[src/rtl/temp_ctrl_pkg.sv]
// Shared constants for the temperature alarm controller: state encodings, alarm causes and
// event counter sizing.
package temp_ctrl_pkg;

  localparam logic [2:0] NORMAL    = 3'd0;
  localparam logic [2:0] LOW_PEND  = 3'd1;
  localparam logic [2:0] LOW_ACT   = 3'd2;
  localparam logic [2:0] HIGH_PEND = 3'd3;
  localparam logic [2:0] HIGH_ACT  = 3'd4;
  localparam logic [2:0] FAULT     = 3'd5;

  localparam logic [1:0] CAUSE_NONE  = 2'b00;
  localparam logic [1:0] CAUSE_LOW   = 2'b01;
  localparam logic [1:0] CAUSE_HIGH  = 2'b10;
  localparam logic [1:0] CAUSE_FAULT = 2'b11;

  localparam int unsigned EVENT_W   = 8;
  localparam int unsigned EVENT_MAX = 255;

endpackage

[src/rtl/temp_alarm_controller_if.sv]
// Detector/panel-facing signal bundle of the temperature alarm controller.
interface temp_alarm_controller_if;
  import temp_ctrl_pkg::*;

  logic               sampleValid;
  logic               lowTempAbnormality;
  logic               highTempAbnormality;
  logic               alarmAck;
  logic               heaterOn;
  logic               coolerOn;
  logic               alarmLatched;
  logic [1:0]         alarmCause;
  logic [EVENT_W-1:0] eventCount;
  logic [2:0]         ctrlState;

  modport master (
    output sampleValid, lowTempAbnormality, highTempAbnormality, alarmAck,
    input  heaterOn, coolerOn, alarmLatched, alarmCause, eventCount, ctrlState
  );

  modport slave (
    input  sampleValid, lowTempAbnormality, highTempAbnormality, alarmAck,
    output heaterOn, coolerOn, alarmLatched, alarmCause, eventCount, ctrlState
  );

endinterface

[src/rtl/sat_counter.sv]
// Up-counter that sticks at MAX instead of wrapping; clear is synchronous and wins over inc.
module sat_counter #(
  parameter int unsigned WIDTH = 8,
  parameter int unsigned MAX   = 255
) (
  input  logic             clk,
  input  logic             clear,
  input  logic             inc,
  output logic [WIDTH-1:0] count
);

  logic [WIDTH-1:0] count_q;

  always_ff @(posedge clk) begin
    if (clear) begin
      count_q <= '0;
    end else if (inc && (count_q != WIDTH'(MAX))) begin
      count_q <= count_q + WIDTH'(1);
    end
  end

  assign count = count_q;

endmodule

[src/rtl/temp_alarm_controller.sv]
// Persistence filter over the detector's low/high flags, driving heater/cooler, a sticky
// operator alarm and a saturating count of confirmed events.
module temp_alarm_controller
  import temp_ctrl_pkg::*;
#(
  parameter int unsigned PERSIST       = 4,
  parameter int unsigned CLEAR_PERSIST = 4,
  parameter int unsigned CNT_W         = 3
) (
  input logic                    clk,
  input logic                    rst,
  temp_alarm_controller_if.slave bus
);

  localparam logic [CNT_W-1:0] PersistCnt = CNT_W'(PERSIST);
  localparam logic [CNT_W-1:0] ClearCnt   = CNT_W'(CLEAR_PERSIST);

  logic [2:0]       state_q, state_d;
  logic [CNT_W-1:0] cnt_q, cnt_d, cntInc;
  logic             alarmLatched_q, alarmLatched_d;
  logic [1:0]       alarmCause_q, alarmCause_d;
  logic             eventInc;
  logic             lowS, highS, cleanS, bothS;
  logic             enterLow, enterHigh, confirmLow, confirmHigh;

  assign lowS   = bus.sampleValid & bus.lowTempAbnormality & ~bus.highTempAbnormality;
  assign highS  = bus.sampleValid & ~bus.lowTempAbnormality & bus.highTempAbnormality;
  assign cleanS = bus.sampleValid & ~bus.lowTempAbnormality & ~bus.highTempAbnormality;
  assign bothS  = bus.sampleValid & bus.lowTempAbnormality & bus.highTempAbnormality;
  assign cntInc = cnt_q + CNT_W'(1);

  always_comb begin
    state_d        = state_q;
    cnt_d          = cnt_q;
    alarmLatched_d = alarmLatched_q;
    alarmCause_d   = alarmCause_q;
    eventInc       = 1'b0;
    enterLow       = 1'b0;
    enterHigh      = 1'b0;
    confirmLow     = 1'b0;
    confirmHigh    = 1'b0;

    if (state_q > FAULT) begin
      state_d = NORMAL;
      cnt_d   = '0;
    end else if (bothS) begin
      // A both-flags sample outranks ack; re-entering FAULT is not a new event.
      state_d        = FAULT;
      cnt_d          = '0;
      alarmLatched_d = 1'b1;
      alarmCause_d   = CAUSE_FAULT;
      eventInc       = (state_q != FAULT);
    end else begin
      case (state_q)
        NORMAL: begin
          if (bus.alarmAck) alarmLatched_d = 1'b0;
          enterLow  = lowS;
          enterHigh = highS;
        end
        LOW_PEND: begin
          if (lowS) begin
            if (cntInc == PersistCnt) confirmLow = 1'b1;
            else                      cnt_d      = cntInc;
          end
          enterHigh = highS;
          if (cleanS) begin
            state_d = NORMAL;
            cnt_d   = '0;
          end
        end
        HIGH_PEND: begin
          if (highS) begin
            if (cntInc == PersistCnt) confirmHigh = 1'b1;
            else                      cnt_d       = cntInc;
          end
          enterLow = lowS;
          if (cleanS) begin
            state_d = NORMAL;
            cnt_d   = '0;
          end
        end
        LOW_ACT: begin
          if (cleanS) begin
            if (cntInc == ClearCnt) begin
              state_d = NORMAL;
              cnt_d   = '0;
            end else begin
              cnt_d = cntInc;
            end
          end
          if (lowS) cnt_d = '0;
          enterHigh = highS;
        end
        HIGH_ACT: begin
          if (cleanS) begin
            if (cntInc == ClearCnt) begin
              state_d = NORMAL;
              cnt_d   = '0;
            end else begin
              cnt_d = cntInc;
            end
          end
          if (highS) cnt_d = '0;
          enterLow = lowS;
        end
        FAULT: begin
          if (bus.alarmAck) begin
            state_d        = NORMAL;
            cnt_d          = '0;
            alarmLatched_d = 1'b0;
          end
        end
        default: ;
      endcase

      // A single abnormal sample confirms immediately when PERSIST is 1.
      if (enterLow) begin
        if (PERSIST == 1) begin
          confirmLow = 1'b1;
        end else begin
          state_d = LOW_PEND;
          cnt_d   = CNT_W'(1);
        end
      end
      if (enterHigh) begin
        if (PERSIST == 1) begin
          confirmHigh = 1'b1;
        end else begin
          state_d = HIGH_PEND;
          cnt_d   = CNT_W'(1);
        end
      end

      if (confirmLow) begin
        state_d        = LOW_ACT;
        cnt_d          = '0;
        alarmLatched_d = 1'b1;
        alarmCause_d   = CAUSE_LOW;
        eventInc       = 1'b1;
      end
      if (confirmHigh) begin
        state_d        = HIGH_ACT;
        cnt_d          = '0;
        alarmLatched_d = 1'b1;
        alarmCause_d   = CAUSE_HIGH;
        eventInc       = 1'b1;
      end
    end
  end

  always_ff @(posedge clk) begin
    if (rst) begin
      state_q        <= NORMAL;
      cnt_q          <= '0;
      alarmLatched_q <= 1'b0;
      alarmCause_q   <= CAUSE_NONE;
    end else begin
      state_q        <= state_d;
      cnt_q          <= cnt_d;
      alarmLatched_q <= alarmLatched_d;
      alarmCause_q   <= alarmCause_d;
    end
  end

  sat_counter #(
    .WIDTH (EVENT_W),
    .MAX   (EVENT_MAX)
  ) uEventCnt (
    .clk   (clk),
    .clear (rst),
    .inc   (eventInc),
    .count (bus.eventCount)
  );

  assign bus.heaterOn     = (state_q == LOW_ACT);
  assign bus.coolerOn     = (state_q == HIGH_ACT);
  assign bus.alarmLatched = alarmLatched_q;
  assign bus.alarmCause   = alarmCause_q;
  assign bus.ctrlState    = state_q;

endmodule

[src/flat_wrapper.sv]
// flat-port wrapper written by rule: the top's interface ports become plain ports
module temp_alarm_controller_flat import temp_ctrl_pkg::*;
#(
  parameter int unsigned PERSIST       = 4,
  parameter int unsigned CLEAR_PERSIST = 4,
  parameter int unsigned CNT_W         = 3
)
  (clk, rst, bus_sampleValid, bus_lowTempAbnormality, bus_highTempAbnormality, bus_alarmAck, bus_heaterOn, bus_coolerOn, bus_alarmLatched, bus_alarmCause, bus_eventCount, bus_ctrlState);
  temp_alarm_controller_if bus_i ();
  input logic clk;
  input logic rst;
  input wire logic [$bits(bus_i.sampleValid)-1:0] bus_sampleValid;
  input wire logic [$bits(bus_i.lowTempAbnormality)-1:0] bus_lowTempAbnormality;
  input wire logic [$bits(bus_i.highTempAbnormality)-1:0] bus_highTempAbnormality;
  input wire logic [$bits(bus_i.alarmAck)-1:0] bus_alarmAck;
  output wire logic [$bits(bus_i.heaterOn)-1:0] bus_heaterOn;
  output wire logic [$bits(bus_i.coolerOn)-1:0] bus_coolerOn;
  output wire logic [$bits(bus_i.alarmLatched)-1:0] bus_alarmLatched;
  output wire logic [$bits(bus_i.alarmCause)-1:0] bus_alarmCause;
  output wire logic [$bits(bus_i.eventCount)-1:0] bus_eventCount;
  output wire logic [$bits(bus_i.ctrlState)-1:0] bus_ctrlState;
  assign bus_i.sampleValid = bus_sampleValid;
  assign bus_i.lowTempAbnormality = bus_lowTempAbnormality;
  assign bus_i.highTempAbnormality = bus_highTempAbnormality;
  assign bus_i.alarmAck = bus_alarmAck;
  assign bus_heaterOn = bus_i.heaterOn;
  assign bus_coolerOn = bus_i.coolerOn;
  assign bus_alarmLatched = bus_i.alarmLatched;
  assign bus_alarmCause = bus_i.alarmCause;
  assign bus_eventCount = bus_i.eventCount;
  assign bus_ctrlState = bus_i.ctrlState;
  temp_alarm_controller #(.PERSIST(PERSIST), .CLEAR_PERSIST(CLEAR_PERSIST), .CNT_W(CNT_W)) u_core (.clk(clk), .rst(rst), .bus(bus_i));
endmodule
[config.mk]
export PLATFORM = sky130hd
export DESIGN_NAME = temp_alarm_controller_flat
export DESIGN_NICKNAME = d
export VERILOG_FILES = /design/src/rtl/temp_ctrl_pkg.sv /design/src/rtl/temp_alarm_controller_if.sv /design/src/rtl/sat_counter.sv /design/src/rtl/temp_alarm_controller.sv /design/src/flat_wrapper.sv
export SDC_FILE = /design/constraint.sdc
export NUM_CORES = 1
export LEC_CHECK = 0
export ABC_AREA = 0
export CAP_MARGIN = 20
export CELL_PAD_IN_SITES_DETAIL_PLACEMENT = 1
export CELL_PAD_IN_SITES_GLOBAL_PLACEMENT = 1
export CORE_MARGIN = 1.5
export CORE_UTILIZATION = 40
export CTS_CLUSTER_SIZE = 16
export DETAILED_ROUTE_END_ITERATION = 7
export PLACE_DENSITY_LB_ADDON = 0.1
export RECOVER_POWER = 100
export SKIP_CTS_REPAIR_TIMING = 1
export SLEW_MARGIN = 5
export SYNTH_ARGS = -nofsm -noshare
export SYNTH_HDL_FRONTEND = slang
export SYNTH_HIERARCHICAL = 1
export SYNTH_SLANG_ARGS = --single-unit
[constraint.sdc]
create_clock -name clk -period 2.71 [get_ports clk]
set_clock_uncertainty 0.1 [all_clocks]
set_input_delay 0.542 -clock clk [delete_from_list [all_inputs] [get_ports clk]]
set_output_delay 0.542 -clock clk [all_outputs]
set_load 0.005 [all_outputs]
======== After elaboration in Yosys (flattened, before gate mapping) ========
Cells that the tools add are included.
word-level totals
  register bits after elaboration ......... 17
  input bits .............................. 6
  output and inout port bits .............. 16
cells by class
  add/sub/neg operators ................... 2
  $lt $le $gt $ge ......................... 1
  equal/unequal tests ..................... 22
  mux-type cells .......................... 49
  bitwise operators ....................... 9
  reduce and logical (&&, ||, !) cells .... 24
operators by type and width
  operator                                              count
  two-way mux 3 bit                                     18
  two-way mux 1 bit                                     26
  != test 5 x 1 -> 1 bit (second input constant)        5
  != test 7 x 1 -> 1 bit (second input constant)        3
  one-hot mux 3 bit (5 select lines)                    1
  AND reduction 5 bit                                   2
  equality test 3 bit (second input constant)           3
  one-hot mux 3 bit (3 select lines)                    1
  adder 8 x 1 -> 8 bit (second input constant)          1
  != test 8 bit (second input constant)                 1
  AND reduction 4 bit                                   2
  nonzero test 4 bit                                    2
  nonzero test 8 bit                                    1
  OR reduction 2 bit                                    4
  != test 7 x 2 -> 1 bit (second input constant)        1
  nonzero test 7 bit                                    1
  OR reduction 7 bit                                    1
  bitwise AND 1 bit                                     6
  equality test 3 x 2 -> 1 bit (second input constant)  2
  two-way mux 2 bit                                     3
  != test 3 x 1 -> 1 bit (second input constant)        2
  nonzero test 6 bit                                    1
  OR reduction 3 bit                                    2
  != test 5 x 2 -> 1 bit (second input constant)        1
  15 further kinds                                      17

======== Logic depth before layout (Yosys ltp) ========
Gate-level depths: netlist (run 1).
  depth after elaboration ................. 12
  mapped depth ............................ 9

======== Hierarchy ========
Netlist (run 1), hierarchy kept.
modules (own cells, without submodules)
  module                 instances  cells an instance  area each (sq um)
  temp_alarm_controller  1          139                1048.5
  sat_counter            1          46                 430.4

======== Least setup slack after synthesis (run 1) ========
Ideal clock, no wire load.
  path kind ............................... register to register
  start point ............................. register u_core.cnt_q[0]
  end point ............................... register u_core.uEventCnt.count_q[3], in the netlist u_core/uEventCnt/count[3]
  setup time .............................. 0.069 ns
  arrival time ............................ 2.150 ns
  path slack .............................. 0.391 ns
  stages on the path, launching flop included .. 10
  path buffers ............................ 1
  cells stage by stage .................... dfxtp_1 ha_1 xor2_1 and3_1 buf_2 a32oi_1 a21oi_1 nand4_1 or3_2 o21ai_1
on the way
  cells in the longest elaborated chain, start to end .. 12
ends and longest elaborated chain
  what                      RTL line                                                  source
  start, declared           temp_alarm_controller.sv:19                               logic [CNT_W-1:0] cnt_q, cnt_d, cntInc;
  start signal, assigned    temp_alarm_controller.sv:159                              cnt_q <= cnt_d;
  adder 3 x 1 -> 3 bit (*)  temp_alarm_controller.sv:30                               assign cntInc = cnt_q + CNT_W'(1);
  equality test 3 bit (*)   temp_alarm_controller.sv:62, temp_alarm_controller.sv:73
  two-way mux 1 bit (*)     temp_alarm_controller.sv:62, temp_alarm_controller.sv:73
  two-way mux 1 bit         temp_alarm_controller.sv:61                               if (lowS) begin
  two-way mux 1 bit         temp_alarm_controller.sv:54                               case (state_q)
  two-way mux 1 bit         temp_alarm_controller.sv:46                               end else if (bothS) begin
  two-way mux 1 bit         temp_alarm_controller.sv:43                               if (state_q > FAULT) begin
  two-way mux 1 bit         temp_alarm_controller.sv:134                              if (confirmLow) begin
  two-way mux 1 bit (*)     temp_alarm_controller.sv:141                              if (confirmHigh) begin
  two-way mux 1 bit (*)     temp_alarm_controller.sv:46
  two-way mux 1 bit (*)     temp_alarm_controller.sv:43
  net u_core.eventInc       temp_alarm_controller.sv:22                               logic eventInc;
  logical AND 1 bit (*)     sat_counter.sv:17                                         end else if (inc && (count_q != WIDTH'(MAX))) begin
  end signal, assigned      sat_counter.sv:18                                         count_q <= count_q + WIDTH'(1);
  end, declared             sat_counter.sv:12                                         logic [WIDTH-1:0] count_q;
The timed path passes the listed nets; every way through them passes the cells marked *. The select of a mux whose other input is x is not followed.
A chain may end at the register's enable or synchronous reset.

======== Worst setup path in the final report (run 1) ========
  start point ............................. input port bus_lowTempAbnormality
  end point ............................... register u_core.uEventCnt.count_q[3], in the netlist u_core/uEventCnt/count[3]
on the way
  cells in the longest elaborated chain, start to end .. 11
ends and longest elaborated chain
  what                                                           RTL line                                                                               source
  start, declared                                                flat_wrapper.sv:13                                                                     input wire logic [$bits(bus_i.lowTempAbnormality)-1:0] bus_lowTempAbnormality;
  bitwise AND 1 bit / inverter 1 bit (equally long branches)     temp_alarm_controller.sv:26, temp_alarm_controller.sv:29, temp_alarm_controller.sv:27
  bitwise AND 1 bit, on equally long branches                    temp_alarm_controller.sv:26, temp_alarm_controller.sv:27
  two-way mux 1 bit / bitwise AND 1 bit (equally long branches)  temp_alarm_controller.sv:61, temp_alarm_controller.sv:27
  two-way mux 1 bit, on equally long branches                    temp_alarm_controller.sv:54, temp_alarm_controller.sv:72
  two-way mux 1 bit, on equally long branches                    temp_alarm_controller.sv:46, temp_alarm_controller.sv:54
  two-way mux 1 bit, on equally long branches                    temp_alarm_controller.sv:43, temp_alarm_controller.sv:46
  two-way mux 1 bit, on equally long branches                    temp_alarm_controller.sv:134, temp_alarm_controller.sv:43
  two-way mux 1 bit                                              temp_alarm_controller.sv:141
  two-way mux 1 bit (*)                                          temp_alarm_controller.sv:46
  two-way mux 1 bit (*)                                          temp_alarm_controller.sv:43
  net u_core.eventInc                                            temp_alarm_controller.sv:22
  logical AND 1 bit (*)                                          sat_counter.sv:17
Marks and branches as above.

==> results of run 1 <==
[through the flow]
| step | hold WS (ns) | util, % | power, mW | TNS [ns] | setup slack, ns |
|---|---|---|---|---|---|
| floorplan | 0.337 | - | 0.395 | 0 | 0.391 |
| global placement | 0.331 | 51.3 | 0.455 | 0 | 0.0576 |
| detailed placement | 0.346 | 51.3 | 0.462 | -0.0353 | -0.0353 |
| CTS | 0.357 | 52.7 | 0.661 | 0 | 0.224 |
| global route | 0.380 | 52.0 | 0.691 | 0 | 0.0336 |
| finish | 0.355 | 52.0 | 0.644 | 0 | 0.153 |
[worst register-to-register path: stages, from the launching register on]
cell	delay [ns]
dfxtp_1	0.38
ha_1	0.21
xor2_1	0.32
and3_1	0.24
a32oi_1	0.09
a21oi_1	0.38
nand4_1	0.21
or3_2	0.44
o21ai_1	0.08
[registers in the layout, summed over array words and instances, names as in the netlist]
signal	count
u_core/uEventCnt/count	8
u_core/bus.ctrlState	3
u_core/bus.alarmCause	2
u_core/cnt_q	3
u_core/bus.alarmLatched	1
[cell usage in the layout (no fill, tap or decap), drive strengths merged, types with 7 or more instances in the layout]
cell type,count
nand2,14
dfxtp,17
clkbuf,7
a21oi,21
inv,10
buf,9
o21ai,8
dlygate4sd3,12
nand2b,11
clkdlybuf4s50,9
[kinds of logic after synthesis]
family	count (synthesis)	synth area share, %
adder cells (fa/ha/maj)	4	3.38
multiplexers	5	3.72
flip-flops	17	23.0
buffers and inverters	23	8.63
AND/OR/NAND/NOR	70	30.1
XOR/XNOR	2	1.18
AO/OA/AOI/OAI	64	30.0
[per-layer routing]
layer | vias up | track usage, % | part of all wire [%] | wire length (um)
met5 | - | 0 | 0 | 0
met2 | 22 | 40.4 | 50 | 2210
met3 | 6 | 4.05 | 2.8 | 125
li1 | 734 | - | - | -
met4 | 0 | 7.88 | 1.5 | 67
met1 | 731 | 27.3 | 45 | 2000
[how the worst max path moves through the flow]
| stage | from | endpoint | depth (start not counted) | slack [ns] |
|---|---|---|---|---|
| finish | bus_lowTempAbnormality | u_core/uEventCnt/count[3] | 7 | 0.15 |
| global placement | bus_highTempAbnormality | u_core/uEventCnt/count[3] | 8 | 0.06 |
| detailed placement | bus_highTempAbnormality | u_core/uEventCnt/count[3] | 8 | -0.04 |
| floorplan | u_core/cnt_q[0] | u_core/uEventCnt/count[3] | 9 | 0.39 |
| CTS | bus_highTempAbnormality | u_core/uEventCnt/count[3] | 8 | 0.22 |
| global route | u_core/cnt_q[1] | u_core/uEventCnt/count[3] | 8 | 0.03 |
[area by class of cell]
type	instances	area [sq um]
multi-input cells	145	1000
flip-flops and latches	17	340
clock buffers	3	41.3
fillers	430	1650
clock inverters	1	5.00
well taps	46	57.6
inverters	10	37.5
repair buffers	34	308
[power by group]
group          internal (mW)  switching, mW
Clock                  0.102         0.0909
Sequential             0.259         0.0165
Combinational         0.0813         0.0941
==> run metrics, run 1 <==
Pwr Density=360 mW/mm^2; Placed Cells=252; Avg Vias per Cell=5.83; Worst Path Buf+Inv=2; kind of critical path=input pin to flop; core region area=0.00344 sq mm; CP delay by family, top=buffers and inverters; cells after synthesis=185; worst rel slew slack=57.5%; reg2reg end=u_core/uEventCnt/count[3]; Seq/Total Area, Yosys=23.0%; Final Hold Vio Count=0; Post-Syn Area=0.00148 sq mm; Worst Hold Path EP=u_core/bus.alarmCause[0]; slowest CP cell=dlygate4sd3_1; WL per Instance=17.2 um; Post-synth EDFFs=0; cell breakdown of the critical path=dlygate4sd3_1 -> buf_12 -> a41o_1 -> a21oi_1 -> nand4_1 -> or3_2 -> o21ai_1; CP Data Arrival Time=2.65 ns; Pleak=0.718 nW; CP max stage delay=0.60 ns; CTS root buffer=clkbuf_8; die height=63.8 um; synth top area cells=dfxtp_1 23%, a21oi_1 7.1%, nand2b_1 4.7%; largest net degree at the start of global routing=17; R2R setup slack=0.20 ns; Buffers on Ports=21; Worst Hold Launch=u_core/bus.alarmCause[0]; TritonRoute pass-1 iters=4; count leader, synth=a21oi_1; layout cells sized above 1=11.4%; Final ANT Viol Nets=0; synth warn=6; vias in the first global route=1565; Worst Path Max Fanout=16; top-area cell type share of the netlist area=23.0%; clock transition at the registers of the reported paths=0.07 ns; setup violators final=0; Worst Setup End Kind=flop; latest clock arrival within the worst-skew pair=0.25 ns; CP required=2.80 ns; die area=0.00407 sq mm; asr flop ratio synth=0%; Hold Path Stages=2; DR vias=1493; placed inst area=0.00177 sq mm; fin area=0.00179 sq mm; final wirelength=4400 um; R2R Path Start=u_core/cnt_q[1]; max frequency=0.391 GHz; I/O Pins=22; row cnt=21; synth-to-layout area growth=21.1%; register bit total from synthesis=17; Post-Layout Cell Count=256; RSZ-0062 raised after global routing=false; area leader, netlist=dfxtp_1; CTS Buf Count=3; clock buffer depth=2; status=complete, no violations; CTS Sinks=17; Tcrit/Tclk final=94.3%; Starting Density=43.0%; # DRC=0; CTS tree=yes; total gr overflow=0; first-pass GRT wire length=7420 um; diode count=0; Post-synth top flop=dfxtp_1; last weighted congestion value of the routability-driven placer=0.829; Post-DP HPWL=3350 um; Die W=63.8 um; total track usage=22.7%; synth cell count leaders=21 x a21oi_1, 17 x dfxtp_1, 14 x nand2_1; post-synth cell types=57; worst min path class=flop to flop; post-layout minimum cycle time=2.56 ns; antenna violations before repair=0; Layout Nets=221; H-tree depth=1; DR iter-0 viols=55; max-cap violations=0; reg2reg path depth=8; VDD IR max=0.200 mV; CP Launch Type=input pin; Pins Over Slew Limit=0; Worst-Margin Slew=0.632 ns; Synth Area per Inst=7.99 sq um; Mapped Nets=195
Note: power is estimated with default switching activity, not from simulation.
==> run 2: changes to the inputs <==
--- a/config.mk
+++ b/config.mk
@@ -5,12 +5,11 @@
 export SDC_FILE = /design/constraint.sdc
 export NUM_CORES = 1
 export LEC_CHECK = 0
-export ABC_AREA = 0
 export CAP_MARGIN = 20
 export CELL_PAD_IN_SITES_DETAIL_PLACEMENT = 1
 export CELL_PAD_IN_SITES_GLOBAL_PLACEMENT = 1
 export CORE_MARGIN = 1.5
-export CORE_UTILIZATION = 40
+export CORE_UTILIZATION = 37
 export CTS_CLUSTER_SIZE = 16
 export DETAILED_ROUTE_END_ITERATION = 7
 export PLACE_DENSITY_LB_ADDON = 0.1
@@ -19,5 +18,4 @@
 export SLEW_MARGIN = 5
 export SYNTH_ARGS = -nofsm -noshare
 export SYNTH_HDL_FRONTEND = slang
-export SYNTH_HIERARCHICAL = 1
 export SYNTH_SLANG_ARGS = --single-unit
==> run 2 against run 1 <==
  * Sequential power about the same
  * Count of clock-buffer cells in the layout increased by 1
  * Wire length fell by 18%
  * Combinational power fell by 11%
  * Die area shrank 13%
  * First-iteration DRC count down 16%
  * Non-clock buffer count is 7 higher
  * Via count is 11% lower
  * Final area shrank 12%
  * Synthesized cell count fell by 19%
  * Global-route usage rose by 0.21 points
  * Critical path depth stayed put
  * Critical endpoint is now u_core.uEventCnt.count[7]
  * Largest cell class unchanged
  * Largest power group unchanged
==> run metrics, run 2 <==
most frequent cells in the layout=16 x dfxtp_1, 14 x buf_4, 13 x a21oi_1, 13 x dlygate4sd3_1, 12 x nand2_1; kind of critical path=flop to flop; VDD IR max=0.246 mV; I/O Pins=22; status=complete, no violations; cells after synthesis=150; max reg flops=8; clock transition at the registers of the reported paths=0.10 ns; commonest non-fill, non-tap cell in the layout=dfxtp_1; worst min path class=flop to flop; Starting Density=38.9%; die height=59.6 um; CP delay by family, top=simple AND/OR/NAND/NOR gates; setup violators final=0; reg2reg path depth=7; Worst Path Buf+Inv=1; CTS tree=yes; Mapped Nets=162; Total Power=0.567 mW; CTS Buf Count=3; total gr overflow=0; CP max stage delay=0.53 ns; reg2reg end=u_core.uEventCnt.count[7]; pre-CTS setup slack=-0.204 ns; slowest CP cell=or4_4; layout cells sized above 1=16.0%; Die W=59.6 um; first-pass GRT wire length=6200 um; Worst Path Max Fanout=8; Pins Over Slew Limit=0; Seq/Total Area, Yosys=28.7%; Synth Area per Inst=7.91 sq um; total track usage=22.9%; clock buffer depth=2; Pwr Density=360 mW/mm^2; core region area=0.00305 sq mm; last weighted congestion value of the routability-driven placer=0.799; H-tree depth=1; most frequent CP cell=ha_1; R2R Path Start=u_core.cnt_q[0]; Worst Hold Launch=u_core.bus.alarmCause[1]; diode count=0; cell breakdown of the critical path=ha_1 -> ha_1 -> inv_1 -> or4_4 -> a211o_2 -> or4_1 -> a21oi_1; max frequency=0.382 GHz; final wirelength=3620 um; Post-synth top flop=dfxtp_1; final core occ=51.6%; count leader, synth=dfxtp_1; RSZ-0062 raised after global routing=false; die area=0.00355 sq mm; synth warn=0; post-synth cell types=50; antenna violations before repair=0; CP required=2.83 ns; DR vias=1335; WL per Instance=15.6 um; Avg Vias per Cell=5.75; CTS Sinks=17; TritonRoute pass-1 iters=4; Post-DP HPWL=2900 um; asr flop ratio synth=0%; Final ANT Viol Nets=0; Hold Path Stages=2; Tcrit/Tclk final=96.6%; Buffers on Ports=21; top-area cell type share of the netlist area=28.7%; CP Launch Type=flop; worst rel slew slack=70.0%; Final Hold Vio Count=0; register bit total from synthesis=17; R2R setup slack=0.09 ns; Worst Hold Path EP=u_core.bus.alarmCause[1]; row cnt=20; CP Data Arrival Time=2.74 ns; # DRC=0; max-cap violations=0; post-layout minimum cycle time=2.62 ns; synth top area cells=dfxtp_1 29%, ha_1 6.3%, a21oi_1 5.5%; Worst-Margin Slew=0.444 ns; synth-to-layout area growth=32.8%; Post-synth EDFFs=0; DR iter-0 viols=46; Final Worst Setup Slack=0.0924 ns; synth cell count leaders=17 x dfxtp_1, 13 x a21oi_1, 12 x nand2_1; Worst Setup End Kind=flop; latest clock arrival within the worst-skew pair=0.29 ns; CTS root buffer=clkbuf_4; Pleak=0.640 nW; vias in the first global route=1381; Layout Nets=201; area leader, netlist=dfxtp_1; largest net degree at the start of global routing=15; Post-Syn Area=0.00119 sq mm
## run 2: cell count changes in the layout (fill, tap and decap cells not counted), sizes merged, moves of 5 or more
cell,change
nor3b,-5
nor2,+5
a21oi,-8
buf,+5
## run 2: logic make-up (layout without fill, tap and decap cells)
family | Yosys count | count (layout) | synth area share [%]
xor gates and xnor gates | 3 | 3 | 2.22
AOI/OAI and AO/OA | 46 | 46 | 27.0
muxes | 1 | 1 | 0.844
and+or+nand+nor | 59 | 59 | 28.3
DFF | 17 | 17 | 28.7
buffers and inverters | 18 | 56 | 6.65
adders and majority gates | 6 | 6 | 6.33
## run 2: layer usage
layer | track usage (%) | share of wire (%) | vias to the layer above
li1 | - | - | 634
met1 | 25.6 | 42 | 649
met2 | 41.0 | 52 | 38
met3 | 3.93 | 3.6 | 14
met4 | 12.4 | 2.9 | 0
met5 | 0 | 0 | -
## run 2: per-stage QoR
stage / TNS [ns] / hold WS, ns / cells / area [sq um]
after global placement: -0.546 / 0.368 / 228 / 1560
final: 0 / 0.401 / 232 / 1580
after global routing: 0 / 0.429 / 232 / 1580
after floorplan: 0 / 0.351 / 150 / 1190
after CTS: 0 / 0.412 / 232 / 1590
after detailed placement: -0.918 / 0.385 / 228 / 1560
## run 2: final cells by class
cell class	count	area [sq um]
Sequential cell	17	342
Clock buffer	4	26.3
Fill cell	388	1480
Multi-Input combinational cell	115	768
Tap cell	44	55.1
Timing Repair Buffer	41	343
Inverter	11	41.3
## run 2: worst max path at each step
stage | slack [ns] | cells past startpoint | start | endpoint
after floorplan | 0.36 | 6 | bus_sampleValid | u_core.uEventCnt.count[7]
after global placement | -0.14 | 6 | bus_sampleValid | u_core.uEventCnt.count[7]
after detailed placement | -0.20 | 6 | bus_sampleValid | u_core.uEventCnt.count[7]
after CTS | 0.04 | 3 | u_core.bus.ctrlState[1] | bus_heaterOn
after global routing | 0.003 | 7 | u_core.cnt_q[0] | u_core.uEventCnt.count[7]
final | 0.09 | 7 | u_core.cnt_q[0] | u_core.uEventCnt.count[7]
## run 2: worst register-to-register path, stage by stage (launching register included)
cell	delay, ns
dfxtp_1	0.38
ha_1	0.21
ha_1	0.20
inv_1	0.10
or4_4	0.54
a211o_2	0.38
or4_1	0.48
a21oi_1	0.17
## run 2: power breakdown
part           switching [mW]  internal [mW]
clock                  0.0803         0.0572
sequential             0.0138          0.260
combinational          0.0786         0.0771
==> run 3: changes to the inputs <==
--- a/config.mk
+++ b/config.mk
@@ -5,15 +5,18 @@
 export SDC_FILE = /design/constraint.sdc
 export NUM_CORES = 1
 export LEC_CHECK = 0
+export ABC_AREA = 1
 export CAP_MARGIN = 20
 export CELL_PAD_IN_SITES_DETAIL_PLACEMENT = 1
 export CELL_PAD_IN_SITES_GLOBAL_PLACEMENT = 1
+export CORE_ASPECT_RATIO = 0.6
 export CORE_MARGIN = 1.5
-export CORE_UTILIZATION = 37
+export CORE_UTILIZATION = 36
 export CTS_CLUSTER_SIZE = 16
 export DETAILED_ROUTE_END_ITERATION = 7
 export PLACE_DENSITY_LB_ADDON = 0.1
 export RECOVER_POWER = 100
+export SETUP_SLACK_MARGIN = 0.15
 export SKIP_CTS_REPAIR_TIMING = 1
 export SLEW_MARGIN = 5
 export SYNTH_ARGS = -nofsm -noshare
==> run 3 against run 2 <==
  * Clock power grew 39%
  * Sequential share of layout area up 0.22 points
  * Via count grew 3.7%
  * First-iteration DRC count rose by 87%
  * Critical path depth is 3 lower
  * Combinational power increased by 8%
  * Register-to-register slack better by 0.64 ns
  * Core utilization shrank 4.8 points
  * Worst setup slack better by 0.22 ns
  * Global-route usage shrank 1.9 points
  * Count of clock-buffer cells in the layout unchanged
  * Area after synthesis is 7.3% higher
  * Critical endpoint is now bus_coolerOn
  * Largest power group unchanged
  * Highest routed layer unchanged
==> run metrics, run 3 <==
die area=0.00391 sq mm; CTS Sinks=17; Post-synth EDFFs=0; VDD IR max=0.260 mV; synth-to-layout area growth=22.1%; placed inst area=0.00152 sq mm; Pins Over Slew Limit=0; largest net degree at the start of global routing=14; reg2reg end=u_core.cnt_q[2]; Pleak=0.756 nW; Tcrit/Tclk final=88.6%; fin area=0.00155 sq mm; DR vias=1384; R2R setup slack=0.73 ns; setup violators final=0; Final ANT Viol Nets=0; Pwr Density=410 mW/mm^2; Post-Syn Area=0.00127 sq mm; Placed Cells=264; Buffers on Ports=21; TNS Setup=0 ns; CP Launch Type=flop; synth cell count leaders=52 x nand2_1, 27 x inv_1, 19 x nand3_1; status=complete, no violations; commonest non-fill, non-tap cell in the layout=nand2_1; latest clock arrival within the worst-skew pair=0.26 ns; Post-DP HPWL=3030 um; Layout Nets=236; # DRC=0; most frequent cells in the layout=52 x nand2_1, 28 x inv_1, 20 x nand3_1, 20 x nor2_1; last weighted congestion value of the routability-driven placer=0.903; post-layout minimum cycle time=2.40 ns; CP Capture Point=bus_coolerOn; TritonRoute pass-1 iters=4; synth warn=0; CTS Buf Count=3; Worst-Margin Slew=0.501 ns; kind of critical path=flop to primary output; Synth Area per Inst=6.36 sq um; H-tree depth=1; top-area cell type share of the netlist area=26.7%; CP Data Arrival Time=1.76 ns; clock buffer depth=2; Seq/Total Area, Yosys=26.7%; Final Hold Vio Count=0; reg2reg path depth=9; crit path from=u_core.bus.ctrlState[1]; clock transition at the registers of the reported paths=0.06 ns; Avg Vias per Cell=5.16; row cnt=16; max reg flops=8; I/O Pins=22; R2R Path Start=u_core.bus.ctrlState[1]; final wirelength=3730 um; synth top area cells=dfxtp_1 27%, nand2_1 15%, inv_1 8.0%; total gr overflow=0; Worst Path Max Fanout=8; Post-synth top flop=dfxtp_1; count leader, synth=nand2_1; cells after synthesis=200; die height=49.1 um; CTS tree=yes; CTS root buffer=clkbuf_8; vias in the first global route=1359; diode count=0; RSZ-0062 raised after global routing=false; layout cells sized above 1=6.28%; register bit total from synthesis=17; Hold Path Stages=2; Worst Setup End Kind=primary output; asr flop ratio synth=0%; max frequency=0.417 GHz; total track usage=21.1%; Post-Layout Cell Count=268; Starting Density=38.3%; Final Worst Setup Slack=0.310 ns; Die W=79.8 um; CP required=2.07 ns; pre-CTS setup slack=0.373 ns; core region area=0.00332 sq mm; area leader, netlist=dfxtp_1; antenna violations before repair=0; post-synth cell types=26; WL per Instance=13.9 um; DR iter-0 viols=86; worst min path class=flop to flop; max-cap violations=0; first-pass GRT wire length=6390 um; worst rel slew slack=66.5%; Mapped Nets=212
[run 3: worst max-delay path: stages (launching register included)]
cell           delay, ns
dfxtp_1             0.42
nor2_1              0.27
nand2_1             0.17
inv_1               0.08
dlygate4sd3_1       0.56
[run 3: cell families after synthesis]
logic type               after synthesis  synth area share, %
AND/OR/NAND/NOR                      111                 41.4
buffers and inverters                 32                 10.3
AO/OA/AOI/OAI                         28                 11.5
flip-flops                            17                 26.7
XOR/XNOR                               6                 4.13
adder cells (fa/ha/maj)                6                 5.90
[run 3: layout make-up]
| cell class | instances | area [sq um] |
|---|---|---|
| clock buffers | 4 | 45.0 |
| fillers | 452 | 1770 |
| inverters | 29 | 109 |
| multi-input cells | 151 | 786 |
| flip-flops and latches | 17 | 340 |
| well taps | 45 | 56.3 |
| repair buffers | 22 | 218 |
[run 3: worst min-delay path by stage]
| stage | start | to | slack (ns) |
|---|---|---|---|
| global route | u_core.bus.alarmCause[1] | u_core.bus.alarmCause[1] | 0.40 |
| detailed placement | u_core.bus.alarmLatched | u_core.bus.alarmLatched | 0.37 |
| CTS | u_core.bus.alarmLatched | u_core.bus.alarmLatched | 0.38 |
| floorplan | u_core.cnt_q[1] | u_core.cnt_q[1] | 0.35 |
| finish | u_core.bus.alarmLatched | u_core.bus.alarmLatched | 0.37 |
| global placement | u_core.bus.alarmCause[1] | u_core.bus.alarmCause[1] | 0.35 |
[run 3: per-stage QoR]
stage | hold WS (ns) | utilization [%] | power [mW]
final | 0.370 | 46.8 | 0.638
after CTS | 0.376 | 47.2 | 0.653
after global placement | 0.354 | 45.9 | 0.451
after floorplan | 0.354 | - | 0.396
after global routing | 0.403 | 46.8 | 0.680
after detailed placement | 0.366 | 45.9 | 0.458
[run 3: where the power goes]
| part | leakage [nW] | total, mW | internal [mW] | switching (mW) |
|---|---|---|---|---|
| sequential | 0.138 | 0.278 | 0.262 | 0.0160 |
| clock | 0.0228 | 0.192 | 0.105 | 0.0874 |
| combinational | 0.595 | 0.168 | 0.0665 | 0.102 |
[run 3: metal layers]
| layer | GRT usage (%) | share of wire, % | vias to the layer above | wire, um |
|---|---|---|---|---|
| met3 | 6.54 | 6.0 | 6 | 222 |
| met5 | 0 | 0 | - | 0 |
| li1 | - | - | 700 | - |
| met1 | 30.2 | 50 | 643 | 1860 |
| met2 | 30.2 | 43 | 35 | 1600 |
| met4 | 5.75 | 1.2 | 0 | 44 |
